===== src/rtl/uart_boot_loader.sv =====
// Boot-time I-Mem writer: assembles little-endian words from a UART byte stream
// framed as LEN_LO, LEN_HI, data bytes, CHK, and drives the I-Mem boot write port.
module uart_boot_loader #(
  parameter int BITS    = 32,
  parameter int ADDRW   = 13,
  parameter int TIMEOUT = 1000000
) (
  input  logic             clk,
  input  logic             rst,
  input  logic             boot_req,
  input  logic [7:0]       rx_data,
  input  logic             rx_valid,
  output logic [BITS-1:0]  wdata_data,
  output logic [ADDRW:0]   wdata_addr,
  output logic             we_boot,
  output logic             bootloading,
  output logic             boot_done,
  output logic             boot_err,
  output logic [2:0]       dbg_state_o
);

  localparam int NB  = BITS / 8;
  localparam int BW  = (NB > 1) ? $clog2(NB) : 1;
  localparam int AW1 = ADDRW + 1;
  localparam int GW  = $clog2(TIMEOUT + 1);
  localparam logic [BW-1:0] LAST_B  = BW'(NB - 1);
  localparam logic [GW-1:0] TO_LAST = GW'(TIMEOUT - 1);
  localparam logic [31:0]   MAXW    = 32'(2 ** AW1);

  typedef enum logic [2:0] {
    S_IDLE   = 3'd0,
    S_LEN_LO = 3'd1,
    S_LEN_HI = 3'd2,
    S_DATA   = 3'd3,
    S_CHK    = 3'd4,
    S_DONE   = 3'd5,
    S_ERR    = 3'd6
  } state_t;

  state_t          state_q, state_d;
  logic [7:0]      len_lo_q, len_lo_d;
  logic [15:0]     last_idx_q, last_idx_d;
  logic [BW-1:0]   byte_idx_q, byte_idx_d;
  logic [ADDRW:0]  word_idx_q, word_idx_d;
  logic [7:0]      sum_q, sum_d;
  logic [BITS-1:0] shift_q, shift_d;
  logic [GW-1:0]   gap_q, gap_d;
  logic [BITS-1:0] wdata_q, wdata_d;
  logic [ADDRW:0]  addr_q, addr_d;
  logic            we_q, we_d;
  logic            done_q, done_d;

  logic [BITS-1:0] word_cur;
  logic [15:0]     n_rx;
  logic            loading;

  always_ff @(posedge clk or posedge rst) begin
    if (rst) begin
      state_q    <= S_IDLE;
      len_lo_q   <= '0;
      last_idx_q <= '0;
      byte_idx_q <= '0;
      word_idx_q <= '0;
      sum_q      <= '0;
      shift_q    <= '0;
      gap_q      <= '0;
      wdata_q    <= '0;
      addr_q     <= '0;
      we_q       <= 1'b0;
      done_q     <= 1'b0;
    end else begin
      state_q    <= state_d;
      len_lo_q   <= len_lo_d;
      last_idx_q <= last_idx_d;
      byte_idx_q <= byte_idx_d;
      word_idx_q <= word_idx_d;
      sum_q      <= sum_d;
      shift_q    <= shift_d;
      gap_q      <= gap_d;
      wdata_q    <= wdata_d;
      addr_q     <= addr_d;
      we_q       <= we_d;
      done_q     <= done_d;
    end
  end

  always_comb begin
    state_d    = state_q;
    len_lo_d   = len_lo_q;
    last_idx_d = last_idx_q;
    byte_idx_d = byte_idx_q;
    word_idx_d = word_idx_q;
    sum_d      = sum_q;
    shift_d    = shift_q;
    gap_d      = gap_q;
    wdata_d    = wdata_q;
    addr_d     = addr_q;
    we_d       = 1'b0;
    done_d     = 1'b0;

    word_cur = shift_q;
    word_cur[8*byte_idx_q +: 8] = rx_data;
    n_rx    = {rx_data, len_lo_q};
    loading = (state_q == S_LEN_LO) || (state_q == S_LEN_HI) ||
              (state_q == S_DATA)   || (state_q == S_CHK);

    // Inter-byte watchdog; a timeout drops any partial word without writing it.
    if (loading) begin
      if (rx_valid)                gap_d = '0;
      else if (gap_q == TO_LAST)   state_d = S_ERR;
      else                         gap_d = gap_q + GW'(1);
    end

    case (state_q)
      S_IDLE, S_DONE, S_ERR: begin
        if (boot_req) begin
          state_d    = S_LEN_LO;
          byte_idx_d = '0;
          word_idx_d = '0;
          sum_d      = '0;
          shift_d    = '0;
          gap_d      = '0;
        end
      end
      S_LEN_LO: begin
        if (rx_valid) begin
          len_lo_d = rx_data;
          state_d  = S_LEN_HI;
        end
      end
      S_LEN_HI: begin
        if (rx_valid) begin
          if (n_rx == 16'd0)            state_d = S_CHK;
          else if (32'(n_rx) > MAXW)    state_d = S_ERR;
          else begin
            last_idx_d = n_rx - 16'd1;
            state_d    = S_DATA;
          end
        end
      end
      S_DATA: begin
        if (rx_valid) begin
          sum_d   = sum_q + rx_data;
          shift_d = word_cur;
          if (byte_idx_q == LAST_B) begin
            byte_idx_d = '0;
            we_d       = 1'b1;
            wdata_d    = word_cur;
            addr_d     = word_idx_q;
            word_idx_d = word_idx_q + AW1'(1);
            if (32'(word_idx_q) == 32'(last_idx_q)) state_d = S_CHK;
          end else begin
            byte_idx_d = byte_idx_q + BW'(1);
          end
        end
      end
      S_CHK: begin
        if (rx_valid) begin
          if (rx_data == sum_q) begin
            state_d = S_DONE;
            done_d  = 1'b1;
          end else begin
            state_d = S_ERR;
          end
        end
      end
      default: state_d = S_IDLE;
    endcase
  end

  assign wdata_data  = wdata_q;
  assign wdata_addr  = addr_q;
  assign we_boot     = we_q;
  assign boot_done   = done_q;
  assign bootloading = (state_q == S_LEN_LO) || (state_q == S_LEN_HI) ||
                       (state_q == S_DATA)   || (state_q == S_CHK);
  assign boot_err    = (state_q == S_ERR);
  assign dbg_state_o = state_q;

endmodule


===== config.mk =====
export PLATFORM = sky130hd
export DESIGN_NAME = uart_boot_loader
export DESIGN_NICKNAME = d
export VERILOG_FILES = /design/src/rtl/uart_boot_loader.sv
export SDC_FILE = /design/constraint.sdc
export NUM_CORES = 1
export LEC_CHECK = 0
export ABC_AREA = 1
export BUFFER_PORTS_ARGS = -buffer_cell sky130_fd_sc_hd__buf_2
export CAP_MARGIN = 15
export CORE_UTILIZATION = 35
export CTS_CLUSTER_DIAMETER = 80
export DETAILED_ROUTE_END_ITERATION = 12
export HOLD_SLACK_MARGIN = 0.08
export PLACE_DENSITY_LB_ADDON = 0.12
export SYNTH_ARGS = -nofsm -noshare
export SYNTH_HDL_FRONTEND = slang
export SYNTH_SLANG_ARGS = --single-unit

===== constraint.sdc =====
create_clock -name clk -period 11.2 [get_ports clk]
set_clock_uncertainty 0.2 [all_clocks]
set_input_delay 0.56 -clock clk [delete_from_list [all_inputs] [get_ports clk]]
set_output_delay 0.56 -clock clk [all_outputs]
set_load 0.1 [all_outputs]

==> flow_summary.html, run 1 <==
<table>
<tr><th>Metric</th><th>Value</th></tr>
<tr><th colspan="2">Synth</th></tr>
<tr><td>Leading cell types by total area after synthesis</td><td>sky130_fd_sc_hd__dfrtp_1 47%, sky130_fd_sc_hd__nand2_1 14%, sky130_fd_sc_hd__o21ai_0 7.0%, sky130_fd_sc_hd__nor2_1 4.9%, sky130_fd_sc_hd__inv_1 4.7%</td></tr>
<tr><td>Proportion of synthesized chip area in sequential cells</td><td>between 40% and 50%</td></tr>
<tr><td>Flip-flop and latch count after synthesis</td><td>roughly 150</td></tr>
<tr><td>Flip-flop cell with the highest count after synthesis</td><td>sky130_fd_sc_hd__dfrtp_1</td></tr>
<tr><td>Mean area per synthesized cell</td><td>7.64 um2</td></tr>
<tr><td>Synth unique cells</td><td>36</td></tr>
<tr><td>Share of Yosys cell area claimed by the top area cell type</td><td>around 47%</td></tr>
<tr><td>Count of flip-flops with a built-in enable after synthesis</td><td>0</td></tr>
<tr><td>Gate count after technology mapping</td><td>around 1.1k</td></tr>
<tr><td>Library cell occupying the most area in the post-synthesis netlist</td><td>sky130_fd_sc_hd__dfrtp_1</td></tr>
<tr><td>Syn. warnings</td><td>0</td></tr>
<tr><td>Syn Nets</td><td>~1.1k</td></tr>
<tr><td>Summed instance area of the synthesized netlist</td><td>between 8000 and 9000 um2</td></tr>
<tr><td>Fraction of synthesis flops using an asynchronous set or reset pin</td><td>100%</td></tr>
<tr><th colspan="2">Clock tree</th></tr>
<tr><td>Clock transition at path regs</td><td>~0.07 ns</td></tr>
<tr><td>CTS tree</td><td>done</td></tr>
<tr><td>Clock root cell</td><td>sky130_fd_sc_hd__clkbuf_16</td></tr>
<tr><td>Sink count of the clock tree</td><td>roughly 150</td></tr>
<tr><td>Total clock buffers created by CTS</td><td>17</td></tr>
<tr><td>Largest buffer count on any clock path</td><td>2</td></tr>
<tr><td>CTS hold repair buffers</td><td>0</td></tr>
<tr><td>Total of cells resized after clock tree synthesis</td><td>0</td></tr>
<tr><td># H-tree levels</td><td>4</td></tr>
<tr><td>Post-CTS setup-driven buffer insertion count</td><td>0</td></tr>
<tr><td>Source-to-sink clock delay at the later pin of the worst-skew pair</td><td>0.43 ns</td></tr>
<tr><th colspan="2">Final layout</th></tr>
<tr><td>Area growth from synthesis to layout</td><td>14.7%</td></tr>
<tr><td>Fill count</td><td>between 2k and 2.5k</td></tr>
<tr><td>Share of post-route cells with drive strength above 1</td><td>11.2%</td></tr>
<tr><td># nets final</td><td>~1.1k</td></tr>
<tr><td>Final core occ</td><td>a little over 40%</td></tr>
<tr><td>Count of antenna diodes in the layout</td><td>0</td></tr>
<tr><th colspan="2">Run status</th></tr>
<tr><td>Outcome</td><td>finished, final reports clean</td></tr>
<tr><th colspan="2">Timing</th></tr>
<tr><td>Final hold vios</td><td>0</td></tr>
<tr><td>Final sum of negative setup slack</td><td>0 ns</td></tr>
<tr><td>Worst Max-Slew Pin Slew</td><td>between 1 and 1.5 ns</td></tr>
<tr><td>Setup ws final</td><td>~8.0 ns</td></tr>
<tr><td>Setup repair after global routing missed its margin</td><td>no</td></tr>
<tr><td>Clock period minus final worst setup slack</td><td>around 3.2 ns</td></tr>
<tr><td>Final Slew Violations</td><td>0</td></tr>
<tr><td>Final setup violation count</td><td>0</td></tr>
<tr><td>Ratio of final minimum period to clock period</td><td>~28%</td></tr>
<tr><td>Normalized max-slew margin</td><td>30.1%</td></tr>
<tr><td>Maximum operating frequency</td><td>315 MHz</td></tr>
<tr><th colspan="2">Placement</th></tr>
<tr><td>Post-placement worst setup slack</td><td>a little over 8 ns</td></tr>
<tr><td>Quantity of I/O buffers inserted on ports</td><td>64</td></tr>
<tr><td>Last weighted congestion value of the routability-driven placer</td><td>roughly 0.88</td></tr>
<tr><td>Detailed placer's ending HPWL</td><td>14.8 mm</td></tr>
<tr><th colspan="2">Power</th></tr>
<tr><td>P_leak</td><td>between 4 and 5 nW</td></tr>
<tr><td>Total power per unit cell area</td><td>210 nW/um2</td></tr>
<tr><td>Peak ir drop on the vdd network</td><td>about 100 uV</td></tr>
<tr><th colspan="2">Global route</th></tr>
<tr><td>Pin count of the biggest net entering global routing</td><td>85</td></tr>
<tr><td>Vias in the first global route</td><td>about 6.6k</td></tr>
<tr><td>All-Layer GR Usage</td><td>a little under a fifth</td></tr>
<tr><td>Aggregate global routing overflow</td><td>0</td></tr>
<tr><td>Wire length of the first global-routing pass</td><td>between 30 and 40 mm</td></tr>
<tr><td>Antenna violations before repair</td><td>0</td></tr>
<tr><th colspan="2">Routing</th></tr>
<tr><td>Antenna-violating nets left</td><td>0</td></tr>
<tr><td>Post-Route WL</td><td>around 21 mm</td></tr>
<tr><td>DR DRC count</td><td>0</td></tr>
<tr><td>Routed wire length per instance</td><td>between 10 and 15 um</td></tr>
<tr><td>First-pass iteration count of the detailed router</td><td>5</td></tr>
<tr><td>Via count</td><td>between 6k and 7k</td></tr>
<tr><td>Drt initial violations</td><td>about 430</td></tr>
<tr><td>Routed via count divided by cell count</td><td>4.87</td></tr>
<tr><th colspan="2">Floorplan</th></tr>
<tr><td>IO Count</td><td>65</td></tr>
<tr><td>Die area</td><td>about 24000 um2</td></tr>
<tr><td>Core area</td><td>~23000 um2</td></tr>
<tr><td>Number of rows created at floorplan</td><td>55</td></tr>
<tr><td>Horizontal extent of the die</td><td>about 150 um</td></tr>
<tr><td>Die Span Y</td><td>between 150 and 200 um</td></tr>
<tr><td>Initial standard-cell utilization of the core</td><td>35.8%</td></tr>
<tr><th colspan="2">Hold path</th></tr>
<tr><td>Worst Hold Class</td><td>primary input to async pin</td></tr>
<tr><th colspan="2">Setup path</th></tr>
<tr><td>Critical Path Sink Type</td><td>primary output</td></tr>
<tr><td>Critical-path maximum fanout</td><td>13</td></tr>
<tr><td>CP required</td><td>10.44 ns</td></tr>
<tr><td>Crit path arrival time</td><td>between 2 and 2.5 ns</td></tr>
<tr><td>Critical path startpoint category</td><td>register</td></tr>
<tr><td>Setup Crit Path Kind</td><td>register to primary output</td></tr>
<tr><th colspan="2">Run</th></tr>
<tr><td>Max Cap Viol</td><td>0</td></tr>
</table>
-- state kept, by name, summed over array words and instances (netlist names) --
name	count
shift_q	32
wdata_data	32
gap_q	20
last_idx_q	16
wdata_addr	14
word_idx_q	14
len_lo_q	8
sum_q	8
dbg_state_o	3
byte_idx_q	2
boot_done	1
we_boot	1
-- kinds of logic (layout without fill, tap and decap cells) --
kind of cell               Yosys count  in the layout  share of synthesized area (%)
AOI/OAI and AO/OA                  188            188                           13.4
buffers and inverters              147            215                           7.09
DFF                                151            151                           46.7
xor gates and xnor gates            29             29                           3.14
and+or+nand+nor                    527            527                           26.8
adders and majority gates           18             18                           2.87
-- report_power, final --
group / leakage (nW) / internal [mW] / switching, mW
Clock: 0.304 / 0.345 / 0.262
Combinational: 2.10 / 0.170 / 0.486
Sequential: 2.07 / 0.619 / 0.0693
Total: 4.47 / 1.13 / 0.817
-- synthesized netlist by cell type, types with 8 or more instances --
cell type / number
sky130_fd_sc_hd__a21oi_1: 13
sky130_fd_sc_hd__a22oi_1: 29
sky130_fd_sc_hd__clkbuf_1: 22
sky130_fd_sc_hd__dfrtp_1: 151
sky130_fd_sc_hd__ha_1: 17
sky130_fd_sc_hd__inv_1: 102
sky130_fd_sc_hd__inv_2: 9
sky130_fd_sc_hd__nand2_1: 306
sky130_fd_sc_hd__nand3_1: 69
sky130_fd_sc_hd__nor2_1: 105
sky130_fd_sc_hd__nor3_1: 30
sky130_fd_sc_hd__o21ai_0: 114
sky130_fd_sc_hd__o21ai_2: 8
sky130_fd_sc_hd__xor2_1: 22
-- per-stage QoR --
step	hold WS, ns	area (um2)	instances	power (mW)
after floorplan	0.246	8100	1060	1.21
after global placement	0.263	8660	1380	1.36
after detailed placement	0.267	8660	1380	1.36
after CTS	0.128	9270	1412	1.98
after global routing	0.139	9290	1413	2.09
final	0.0629	9290	1413	1.95
-- cell type report --
cell class	instances	area, um2	share of cell area [%]
flip-flops and latches	151	3780	40.7
multi-input cells	762	3740	40.3
clock buffers	18	439	4.73
inverters	115	437	4.70
repair buffers	68	358	3.85
well taps	285	357	3.84
clock inverters	14	175	1.89
-- path summary, 6_finish.rpt --
| path | cells past startpoint | end | start | slack (ns) |
|---|---|---|---|---|
| min in group clk | 2 | wdata_addr[11]$_DFFE_PP0P_ | wdata_addr[11]$_DFFE_PP0P_ | 0.28 |
| max in group asynchronous | 3 | gap_q[12]$_DFF_PP0_ | rst | 9.33 |
| setup / recovery | 6 | bootloading | dbg_state_o[1]$_DFF_PP0_ | 8.02 |
| hold reg to reg | 2 | wdata_addr[11]$_DFFE_PP0P_ | wdata_addr[11]$_DFFE_PP0P_ | 0.28 |
| setup reg to reg | 7 | sum_q[6]$_DFFE_PP0P_ | dbg_state_o[2]$_DFF_PP0_ | 8.46 |
| hold / removal | 2 | wdata_data[9]$_DFFE_PP0P_ | rst | 0.06 |
-- critical path: stages, from the launching register on --
cell and delay (ns):
sky130_fd_sc_hd__dfrtp_1 0.48, sky130_fd_sc_hd__nor2_1 0.11, sky130_fd_sc_hd__nand2_1 0.16, sky130_fd_sc_hd__inv_2 0.06, sky130_fd_sc_hd__nor2_2 0.43, sky130_fd_sc_hd__inv_1 0.36, sky130_fd_sc_hd__buf_2 0.39
-- metal layers --
layer,vias up,routed length (um),track usage [%]
met5,-,0,0
met4,0,209,4.14
met3,16,624,3.27
met2,108,9750,30.2
met1,3196,10300,25.4
li1,3558,-,-
-- placed cells by master, fill, tap and decap left out, types with 7 or more instances in the layout --
master                      synthesis  routed
sky130_fd_sc_hd__dfrtp_1          151     151
sky130_fd_sc_hd__nor2_1           105     105
sky130_fd_sc_hd__a21oi_1           13      13
sky130_fd_sc_hd__o21ai_2            8       8
sky130_fd_sc_hd__xor2_1            22      22
sky130_fd_sc_hd__nand3_1           69      69
sky130_fd_sc_hd__nand2_1          306     306
sky130_fd_sc_hd__inv_1            102     101
sky130_fd_sc_hd__nor3_1            30      30
sky130_fd_sc_hd__xnor2_1            7       7
sky130_fd_sc_hd__o21ai_0          114     114
sky130_fd_sc_hd__clkbuf_16          0      17
sky130_fd_sc_hd__inv_2              9       9
sky130_fd_sc_hd__buf_2              6      64
sky130_fd_sc_hd__a22oi_1           29      29
sky130_fd_sc_hd__ha_1              17      17
No activity file was read; power rests on OpenSTA's default activity.
==> inputs of run 2 (changes only) <==
--- a/config.mk
+++ b/config.mk
@@ -5,7 +5,7 @@
 export SDC_FILE = /design/constraint.sdc
 export NUM_CORES = 1
 export LEC_CHECK = 0
-export ABC_AREA = 1
+export ABC_AREA = 0
 export BUFFER_PORTS_ARGS = -buffer_cell sky130_fd_sc_hd__buf_2
 export CAP_MARGIN = 15
 export CORE_UTILIZATION = 35
==> constraint.sdc (replaced) <==
create_clock -name clk -period 2.6 [get_ports clk]
set_clock_uncertainty 0.2 [all_clocks]
set_input_delay 0.13 -clock clk [delete_from_list [all_inputs] [get_ports clk]]
set_output_delay 0.13 -clock clk [all_outputs]
set_load 0.1 [all_outputs]
==> run 2 against run 1 <==
- via count down 13%
- register-to-register slack lost 8.2 ns
- routed wire length is 6.2% lower
- synthesized cell count fell by 30%
- cell area decreased by 2.6%
- largest cell class unchanged
==> flow_summary.html, run 2 <==
<table>
<tr><th>Metric</th><th>Value</th></tr>
<tr><th colspan="2">Setup path</th></tr>
<tr><td>Worst path bufs/invs</td><td>3 (unchanged)</td></tr>
<tr><td>Critical-path maximum fanout</td><td>17 (+4)</td></tr>
<tr><td>R2R depth</td><td>6 (-1)</td></tr>
<tr><td>Longest individual stage delay on the worst path</td><td>0.47 ns (about the same)</td></tr>
<tr><td>Cell at the slowest stage of the critical path</td><td>sky130_fd_sc_hd__dfrtp_2</td></tr>
<tr><td>Setup Crit Path Kind</td><td>register to primary output</td></tr>
<tr><td>Crit-path cells</td><td>nor2_1, xor2_2, clkinv_1, buf_4, buf_2</td></tr>
<tr><td>Stages on the worst setup path</td><td>5 (-1)</td></tr>
<tr><td>Critical path startpoint category</td><td>register</td></tr>
<tr><td>Delay-heaviest family, CP</td><td>buffers and inverters</td></tr>
<tr><td>Crit path arrival time</td><td>2.11 ns (-0.31 ns)</td></tr>
<tr><td>CP required</td><td>2.27 ns (-8.17 ns)</td></tr>
<tr><td>Critical Path Sink Type</td><td>primary output</td></tr>
<tr><th colspan="2">Placement</th></tr>
<tr><td>Last weighted congestion value of the routability-driven placer</td><td>0.795 (-9.8%)</td></tr>
<tr><td>Quantity of I/O buffers inserted on ports</td><td>64 (unchanged)</td></tr>
<tr><td>Number of instances in the placed design</td><td>1068 (-23%)</td></tr>
<tr><td>Detailed placer's ending HPWL</td><td>13.2 mm (-11%)</td></tr>
<tr><td>Area of placed instances</td><td>8310 um2 (-4.0%)</td></tr>
<tr><th colspan="2">Timing</th></tr>
<tr><td>Final sum of negative setup slack</td><td>0 ns (unchanged)</td></tr>
<tr><td>Setup repair after global routing missed its margin</td><td>no</td></tr>
<tr><td>Normalized max-slew margin</td><td>51.3% (+21 points)</td></tr>
<tr><td>Maximum operating frequency</td><td>410 MHz</td></tr>
<tr><td>Clock period minus final worst setup slack</td><td>approximately 2.4 ns</td></tr>
<tr><td>Final hold vios</td><td>0 (unchanged)</td></tr>
<tr><td>Final Slew Violations</td><td>0 (unchanged)</td></tr>
<tr><td>Worst Max-Slew Pin Slew</td><td>0.724 ns (-0.319 ns)</td></tr>
<tr><td>Ratio of final minimum period to clock period</td><td>~94%</td></tr>
<tr><td>Final setup violation count</td><td>0 (unchanged)</td></tr>
<tr><th colspan="2">Synth</th></tr>
<tr><td>Gate count after technology mapping</td><td>740 (-30%)</td></tr>
<tr><td>Flip-flop cell with the highest count after synthesis</td><td>sky130_fd_sc_hd__dfrtp_1</td></tr>
<tr><td>Commonest cells post-synth</td><td>151 x sky130_fd_sc_hd__dfrtp_1, 100 x sky130_fd_sc_hd__nor2_1, 77 x sky130_fd_sc_hd__nand2_1</td></tr>
<tr><td>Combinational family with the most area after synthesis</td><td>simple AND/OR/NAND/NOR gates</td></tr>
<tr><td>Library cell occupying the most area in the post-synthesis netlist</td><td>sky130_fd_sc_hd__dfrtp_1</td></tr>
<tr><td>Compound-Gate Fraction of Synth Area</td><td>15.4% (+1.9 points)</td></tr>
<tr><td>Share of synthesized cell area in and, or, nand and nor gates</td><td>18.3% (-8.5 points)</td></tr>
<tr><td>Syn. warnings</td><td>0 (unchanged)</td></tr>
<tr><td>Adder and majority cell fraction of the synthesized area</td><td>3.09% (+0.21 points)</td></tr>
<tr><td>Parity-gate share of the synthesized area counting xor and xnor cells</td><td>6.27% (+3.1 points)</td></tr>
<tr><td>Count of flip-flops with a built-in enable after synthesis</td><td>0 (unchanged)</td></tr>
<tr><td>Flip-flop and latch count after synthesis</td><td>151 (unchanged)</td></tr>
<tr><td>Fraction of synthesis flops using an asynchronous set or reset pin</td><td>100% (unchanged)</td></tr>
<tr><td>Syn Nets</td><td>770 (-29%)</td></tr>
<tr><td>Summed instance area of the synthesized netlist</td><td>7540 um2 (-6.9%)</td></tr>
<tr><td>Leading cell types by total area after synthesis</td><td>sky130_fd_sc_hd__dfrtp_1 50%, sky130_fd_sc_hd__nor2_1 5.0%, sky130_fd_sc_hd__a22o_1 3.9%, sky130_fd_sc_hd__a221oi_1 3.8%, sky130_fd_sc_hd__nand2_1 3.8%</td></tr>
<tr><td>Proportion of synthesized chip area in sequential cells</td><td>50.1% (+3.4 points)</td></tr>
<tr><td>Most numerous cell in the Yosys netlist</td><td>sky130_fd_sc_hd__dfrtp_1</td></tr>
<tr><td>Share of Yosys cell area claimed by the top area cell type</td><td>50.1% (+3.4 points)</td></tr>
<tr><td>Synth unique cells</td><td>62 (+72%)</td></tr>
<tr><td>Mean area per synthesized cell</td><td>10.2 um2 (+33%)</td></tr>
<tr><td>Multiplexer share of the synthesized area</td><td>3.67% (+3.7 points)</td></tr>
<tr><th colspan="2">Clock tree</th></tr>
<tr><td>Post-CTS setup-driven buffer insertion count</td><td>0 (unchanged)</td></tr>
<tr><td>Sink count of the clock tree</td><td>151 (unchanged)</td></tr>
<tr><td>Source-to-sink clock delay at the later pin of the worst-skew pair</td><td>0.43 ns (about the same)</td></tr>
<tr><td>Total clock buffers created by CTS</td><td>17 (unchanged)</td></tr>
<tr><td>CTS tree</td><td>done</td></tr>
<tr><td>Clock transition at path regs</td><td>0.07 ns (about the same)</td></tr>
<tr><td># H-tree levels</td><td>4 (unchanged)</td></tr>
<tr><td>Largest buffer count on any clock path</td><td>2 (unchanged)</td></tr>
<tr><td>Clock root cell</td><td>sky130_fd_sc_hd__clkbuf_16</td></tr>
<tr><th colspan="2">Final layout</th></tr>
<tr><td>Final cell area excluding filler cells</td><td>9050 um2 (-2.6%)</td></tr>
<tr><td>Area of the multi-input gates</td><td>3530 um2 (-5.7%)</td></tr>
<tr><td>Area growth from synthesis to layout</td><td>20.0%</td></tr>
<tr><td>Fill count</td><td>2137 (-9.2%)</td></tr>
<tr><td>Non-Filler Instances</td><td>1110 (-21%)</td></tr>
<tr><td>Leading cell types in the layout, fill and taps excluded</td><td>148 x sky130_fd_sc_hd__dfrtp_1, 100 x sky130_fd_sc_hd__nor2_1, 77 x sky130_fd_sc_hd__nand2_1, 64 x sky130_fd_sc_hd__buf_2, 34 x sky130_fd_sc_hd__a22o_1</td></tr>
<tr><td>Share of post-route cells with drive strength above 1</td><td>19.0% (+7.9 points)</td></tr>
<tr><td>Final core occ</td><td>42.9% (+1.9 points)</td></tr>
<tr><td>Commonest non-fill, non-tap cell in the layout</td><td>sky130_fd_sc_hd__dfrtp_1</td></tr>
<tr><td>Seq. cell area</td><td>3780 um2 (about the same)</td></tr>
<tr><td># nets final</td><td>852 (-26%)</td></tr>
<tr><td>Count of antenna diodes in the layout</td><td>0 (unchanged)</td></tr>
<tr><th colspan="2">Routing</th></tr>
<tr><td>DR DRC count</td><td>0 (unchanged)</td></tr>
<tr><td>Routed wire length per instance</td><td>17.7 um (+19%)</td></tr>
<tr><td>Antenna-violating nets left</td><td>0 (unchanged)</td></tr>
<tr><td>Post-Route WL</td><td>19.6 mm (-6.2%)</td></tr>
<tr><td>Via count</td><td>5950 (-13%)</td></tr>
<tr><td>Drt initial violations</td><td>353 (-19%)</td></tr>
<tr><td>First-pass iteration count of the detailed router</td><td>6 (+1)</td></tr>
<tr><td>Routed via count divided by cell count</td><td>5.36 (+10%)</td></tr>
<tr><th colspan="2">Global route</th></tr>
<tr><td>All-Layer GR Usage</td><td>19.0% (+0.61 points)</td></tr>
<tr><td>Aggregate global routing overflow</td><td>0 (unchanged)</td></tr>
<tr><td>Wire length of the first global-routing pass</td><td>32.7 mm (-5.8%)</td></tr>
<tr><td>Antenna violations before repair</td><td>0 (unchanged)</td></tr>
<tr><td>Vias in the first global route</td><td>6134 (-6.9%)</td></tr>
<tr><td>Pin count of the biggest net entering global routing</td><td>65 (-24%)</td></tr>
<tr><th colspan="2">Floorplan</th></tr>
<tr><td>Number of rows created at floorplan</td><td>53 (-3.6%)</td></tr>
<tr><td>Die area</td><td>22100 um2 (-6.8%)</td></tr>
<tr><td>IO Count</td><td>65 (unchanged)</td></tr>
<tr><td>Die Span Y</td><td>149 um (-3.5%)</td></tr>
<tr><td>Core area</td><td>21100 um2 (-6.9%)</td></tr>
<tr><td>Horizontal extent of the die</td><td>149 um (-3.5%)</td></tr>
<tr><td>Initial standard-cell utilization of the core</td><td>35.8% (about the same)</td></tr>
<tr><th colspan="2">Hold path</th></tr>
<tr><td>Worst hold path depth</td><td>4</td></tr>
<tr><td>Worst Hold Class</td><td>primary input to register</td></tr>
<tr><th colspan="2">Power</th></tr>
<tr><td>Power after layout</td><td>9.44 mW (+380%)</td></tr>
<tr><td>Total power per unit cell area</td><td>1040 nW/um2 (+400%)</td></tr>
<tr><td>Peak ir drop on the vdd network</td><td>874 uV (+730%)</td></tr>
<tr><td>P_leak</td><td>4.23 nW (-5.4%)</td></tr>
<tr><th colspan="2">Run status</th></tr>
<tr><td>Outcome</td><td>finished, final reports clean</td></tr>
<tr><th colspan="2">Run</th></tr>
<tr><td>Max Cap Viol</td><td>0 (unchanged)</td></tr>
</table>
-- run 2: worst paths after layout --
kind,from,end,slack [ns]
setup / recovery,dbg_state_o[0]$_DFF_PP0_,bootloading,0.16
hold / removal,boot_req,dbg_state_o[1]$_DFF_PP0_,0.12
setup reg to reg,len_lo_q[2]$_DFFE_PP0P_,last_idx_q[14]$_DFFE_PP0P_,0.25
hold reg to reg,wdata_addr[10]$_DFFE_PP0P_,wdata_addr[10]$_DFFE_PP0P_,0.28
max in group asynchronous,rst,shift_q[10]$_DFFE_PP0P_,1.30
min in group asynchronous,rst,gap_q[19]$_DFF_PP0_,0.14
-- run 2: what timing repair did --
| item | CTS | global route |
|---|---|---|
| setup endpoints to repair | 0 | 1 |
| hold buffers | 10 | 0 |
| resized for setup | 0 | 1 |
| hold endpoints to repair | 73 | 0 |
-- run 2: final cells by class --
cell class / instances / area share, %
repair buffers: 104 / 7.55
flip-flops and latches: 151 / 41.8
multi-input cells: 528 / 39.0
clock inverters: 14 / 2.07
inverters: 20 / 0.871
clock buffers: 18 / 4.85
well taps: 275 / 3.80
-- run 2: logic make-up after synthesis --
group | Yosys count
muxes | 22
adders and majority gates | 18
DFF | 151
buffers and inverters | 61
and+or+nand+nor | 283
xor gates and xnor gates | 54
AOI/OAI and AO/OA | 151
-- run 2: worst register-to-register path, delay by kind of cell (launching register included) --
kind | cells | cell delay (ns)
simple gates | 3 | 0.78
buf+inv | 1 | 0.21
mux | 1 | 0.35
flops | 1 | 0.44
compound gates | 1 | 0.24
-- run 2: report_power, final --
| part | leakage, nW | switching, mW | internal, mW |
|---|---|---|---|
| Clock | 0.298 | 1.06 | 1.57 |
| Combinational | 1.88 | 2.54 | 1.08 |
| Sequential | 2.05 | 0.384 | 2.80 |
-- run 2: stage by stage --
| stage | hold WS (ns) | setup WS, ns |
|---|---|---|
| 2_1_floorplan | 0.201 | 0.0000200 |
| 3_3_place_gp | 0.0401 | 0.331 |
| 3_5_place_dp | 0.0578 | 0.261 |
| 4_1_cts | 0.0883 | 0.0386 |
| 5_1_grt | 0.113 | 0.0306 |
| 6_report | 0.120 | 0.163 |
-- run 2: metal layers --
| metal | up-vias | GRT usage (%) | routed length (um) |
|---|---|---|---|
| li1 | 2844 | - | - |
| met1 | 2972 | 26.3 | 9550 |
| met2 | 118 | 30.4 | 9140 |
| met3 | 16 | 3.85 | 713 |
| met4 | 0 | 5.00 | 204 |
| met5 | - | 0 | 0 |
==> inputs of run 3 (changes only) <==
--- a/config.mk
+++ b/config.mk
@@ -8,11 +8,13 @@
 export ABC_AREA = 0
 export BUFFER_PORTS_ARGS = -buffer_cell sky130_fd_sc_hd__buf_2
 export CAP_MARGIN = 15
+export CORE_MARGIN = 5
 export CORE_UTILIZATION = 35
 export CTS_CLUSTER_DIAMETER = 80
 export DETAILED_ROUTE_END_ITERATION = 12
 export HOLD_SLACK_MARGIN = 0.08
 export PLACE_DENSITY_LB_ADDON = 0.12
+export RECOVER_POWER = 25
 export SYNTH_ARGS = -nofsm -noshare
 export SYNTH_HDL_FRONTEND = slang
 export SYNTH_SLANG_ARGS = --single-unit
==> run 3 against run 2 <==
- highest routed layer unchanged
- via count up 0.27%
- first-iteration DRC count down 11%
- fmax up 0.40%
- largest power group unchanged
- largest cell class unchanged
- setup slack better by 0.0097 ns
- critical endpoint unchanged
- die area up 11%
==> flow_summary.html, run 3 (same netlist as run 2, synthesis figures left out) <==
<table>
<tr><th>Metric</th><th>Value</th></tr>
<tr><th colspan="2">Timing</th></tr>
<tr><td>Setup ws final</td><td>0.173 ns (+0.00974 ns)</td></tr>
<tr><td>Final hold vios</td><td>0 (unchanged)</td></tr>
<tr><td>Maximum operating frequency</td><td>412 MHz (+0.40%)</td></tr>
<tr><td>Final setup violation count</td><td>0 (unchanged)</td></tr>
<tr><td>Normalized max-slew margin</td><td>29.5% (-22 points)</td></tr>
<tr><td>Setup repair after global routing missed its margin</td><td>no</td></tr>
<tr><td>Clock period minus final worst setup slack</td><td>2.43 ns (-0.00974 ns)</td></tr>
<tr><td>Minimum hold slack</td><td>0.183 ns (+0.0630 ns)</td></tr>
<tr><td>Worst Max-Slew Pin Slew</td><td>1.06 ns (+0.334 ns)</td></tr>
<tr><td>Ratio of final minimum period to clock period</td><td>93.4% (-0.37 points)</td></tr>
<tr><td>Final Slew Violations</td><td>0 (unchanged)</td></tr>
<tr><td>Final sum of negative setup slack</td><td>0 ns (unchanged)</td></tr>
<tr><th colspan="2">Power</th></tr>
<tr><td>Clk pwr share</td><td>27.7% (-0.2 points)</td></tr>
<tr><td>P_leak</td><td>4.22 nW (-0.18%)</td></tr>
<tr><td>Total power per unit cell area</td><td>1050 nW/um2 (+0.24%)</td></tr>
<tr><td>Total net switching power</td><td>3.91 mW (-1.9%)</td></tr>
<tr><td>Power share of the combinational group</td><td>38.4% (about the same)</td></tr>
<tr><td>Peak ir drop on the vdd network</td><td>924 uV (+5.7%)</td></tr>
<tr><td>Reg power frac</td><td>33.9% (about the same)</td></tr>
<tr><td>Power after layout</td><td>9.43 mW (about the same)</td></tr>
<tr><td>Internal Pwr Total</td><td>5.52 mW (+1.2%)</td></tr>
<tr><td>Fraction of power spent switching nets</td><td>41.5% (-0.78 points)</td></tr>
<tr><th colspan="2">Placement</th></tr>
<tr><td>Detailed placer's ending HPWL</td><td>13.5 mm (+2.0%)</td></tr>
<tr><td>Post-placement worst setup slack</td><td>0.182 ns (-0.0799 ns)</td></tr>
<tr><td>Area of placed instances</td><td>8300 um2 (about the same)</td></tr>
<tr><td>Last weighted congestion value of the routability-driven placer</td><td>0.832 (+4.7%)</td></tr>
<tr><td>Number of instances in the placed design</td><td>1067 (-0.094%)</td></tr>
<tr><td>Quantity of I/O buffers inserted on ports</td><td>64 (unchanged)</td></tr>
<tr><th colspan="2">Setup path</th></tr>
<tr><td>Cell at the slowest stage of the critical path</td><td>sky130_fd_sc_hd__dfrtp_2</td></tr>
<tr><td>Launching point of the worst reg2reg path</td><td>byte_idx_q[0]$_DFFE_PP0P_</td></tr>
<tr><td>Setup Crit Path Kind</td><td>register to primary output</td></tr>
<tr><td>Critical Path Sink Type</td><td>primary output</td></tr>
<tr><td>Crit-path cells</td><td>nor2_1, xor2_2, inv_2, buf_4, buf_2</td></tr>
<tr><td>Endpoint of the worst-slack reg-to-reg timing path</td><td>shift_q[5]$_DFFE_PP0P_</td></tr>
<tr><td>Critical path startpoint category</td><td>register</td></tr>
<tr><td>CP required</td><td>2.27 ns (about the same)</td></tr>
<tr><td>R2R depth</td><td>6 (unchanged)</td></tr>
<tr><td>Reg-to-reg slack, setup</td><td>0.24 ns (about the same)</td></tr>
<tr><td>Critical-path maximum fanout</td><td>13 (-4)</td></tr>
<tr><td>Longest individual stage delay on the worst path</td><td>0.48 ns (about the same)</td></tr>
<tr><td>Crit path arrival time</td><td>2.10 ns (about the same)</td></tr>
<tr><th colspan="2">Floorplan</th></tr>
<tr><td>Horizontal extent of the die</td><td>157 um (+5.4%)</td></tr>
<tr><td>Die Span Y</td><td>157 um (+5.4%)</td></tr>
<tr><td>Number of rows created at floorplan</td><td>53 (unchanged)</td></tr>
<tr><td>Initial standard-cell utilization of the core</td><td>35.8% (unchanged)</td></tr>
<tr><td>IO Count</td><td>65 (unchanged)</td></tr>
<tr><td>Die area</td><td>24600 um2 (+11%)</td></tr>
<tr><td>Core area</td><td>21100 um2 (unchanged)</td></tr>
<tr><th colspan="2">Final layout</th></tr>
<tr><td>Count of antenna diodes in the layout</td><td>0 (unchanged)</td></tr>
<tr><td>Final core occ</td><td>42.8% (-0.14 points)</td></tr>
<tr><td>Non-Filler Instances</td><td>1110 (unchanged)</td></tr>
<tr><td># nets final</td><td>852 (unchanged)</td></tr>
<tr><td>Area growth from synthesis to layout</td><td>19.6%</td></tr>
<tr><td>Commonest non-fill, non-tap cell in the layout</td><td>sky130_fd_sc_hd__dfrtp_1</td></tr>
<tr><td>Leading cell types in the layout, fill and taps excluded</td><td>148 x sky130_fd_sc_hd__dfrtp_1, 100 x sky130_fd_sc_hd__nor2_1, 77 x sky130_fd_sc_hd__nand2_1, 64 x sky130_fd_sc_hd__buf_2, 34 x sky130_fd_sc_hd__a22o_1</td></tr>
<tr><td>Final cell area excluding filler cells</td><td>9020 um2 (-0.33%)</td></tr>
<tr><td>Share of post-route cells with drive strength above 1</td><td>18.7% (-0.36 points)</td></tr>
<tr><th colspan="2">Routing</th></tr>
<tr><td>Routed wire length per instance</td><td>17.7 um (+0.49%)</td></tr>
<tr><td>Routed via count divided by cell count</td><td>5.37 (+0.27%)</td></tr>
<tr><td>First-pass iteration count of the detailed router</td><td>4 (-2)</td></tr>
<tr><td>Antenna-violating nets left</td><td>0 (unchanged)</td></tr>
<tr><td>Via count</td><td>5966 (+0.27%)</td></tr>
<tr><td>Drt initial violations</td><td>313 (-11%)</td></tr>
<tr><td>Post-Route WL</td><td>19.7 mm (+0.49%)</td></tr>
<tr><td>DR DRC count</td><td>0 (unchanged)</td></tr>
<tr><th colspan="2">Clock tree</th></tr>
<tr><td>Sink count of the clock tree</td><td>151 (unchanged)</td></tr>
<tr><td># H-tree levels</td><td>4 (unchanged)</td></tr>
<tr><td>Source-to-sink clock delay at the later pin of the worst-skew pair</td><td>0.42 ns (about the same)</td></tr>
<tr><td>Clock transition at path regs</td><td>0.06 ns (about the same)</td></tr>
<tr><td>Total clock buffers created by CTS</td><td>17 (unchanged)</td></tr>
<tr><td>CTS tree</td><td>done</td></tr>
<tr><td>Clock root cell</td><td>sky130_fd_sc_hd__clkbuf_16</td></tr>
<tr><td>Largest buffer count on any clock path</td><td>2 (unchanged)</td></tr>
<tr><th colspan="2">Global route</th></tr>
<tr><td>Pin count of the biggest net entering global routing</td><td>73 (+12%)</td></tr>
<tr><td>Vias in the first global route</td><td>6141 (+0.11%)</td></tr>
<tr><td>All-Layer GR Usage</td><td>16.8% (-2.3 points)</td></tr>
<tr><td>Wire length of the first global-routing pass</td><td>32.7 mm (about the same)</td></tr>
<tr><td>Aggregate global routing overflow</td><td>0 (unchanged)</td></tr>
<tr><td>Antenna violations before repair</td><td>0 (unchanged)</td></tr>
<tr><th colspan="2">Hold path</th></tr>
<tr><td>Worst Hold Class</td><td>primary input to async pin</td></tr>
<tr><th colspan="2">Run status</th></tr>
<tr><td>Outcome</td><td>finished, final reports clean</td></tr>
<tr><th colspan="2">Run</th></tr>
<tr><td>Max Cap Viol</td><td>0 (unchanged)</td></tr>
</table>
[run 3: worst max path at each step]
stage	slack (ns)	endpoint	startpoint
finish	0.17	bootloading	dbg_state_o[0]$_DFF_PP0_
global route	0.03	bootloading	dbg_state_o[0]$_DFF_PP0_
CTS	0.006	bootloading	dbg_state_o[0]$_DFF_PP0_
detailed placement	0.18	gap_q[1]$_DFF_PP0_	dbg_state_o[0]$_DFF_PP0_
global placement	0.21	gap_q[1]$_DFF_PP0_	dbg_state_o[0]$_DFF_PP0_
floorplan	0.00002	gap_q[2]$_DFF_PP0_	dbg_state_o[0]$_DFF_PP0_
[run 3: what timing repair did]
item,4_1_cts,5_1_grt
setup endpoints to repair,1,1
gates resized for setup,1,1
setup buffers,0,0
hold buffers,11,0
hold endpoints to repair,206,0
[run 3: cell type report]
cell class	count	area, um2
clock inverters	11	171
well taps	275	344
inverters	20	76.3
fillers	2085	12100
flip-flops and latches	151	3780
multi-input cells	528	3530
clock buffers	21	450
repair buffers	104	661
[run 3: power groups by stage]
| stage | Combinational, mW | Clock [mW] | Sequential (mW) |
|---|---|---|---|
| floorplan | 1.91 | 0 | 4.06 |
| global placement | 3.58 | 0 | 3.20 |
| detailed placement | 3.61 | 0 | 3.24 |
| CTS | 3.65 | 2.67 | 3.20 |
| global route | 3.94 | 2.78 | 3.27 |
| finish | 3.62 | 2.61 | 3.20 |
[run 3: critical path, delay by kind of cell, from the launching register on]
family	cells	cell delay (ns)
buffers and inverters	3	0.80
xor gates and xnor gates	1	0.16
and+or+nand+nor	1	0.23
DFF	1	0.48
[run 3: metal layers]
metal  wire length [um]  GRT usage [%]
met1               9450           23.8
met3                927           3.04
met2               9020           26.0
met5                  0              0
met4                306           5.50
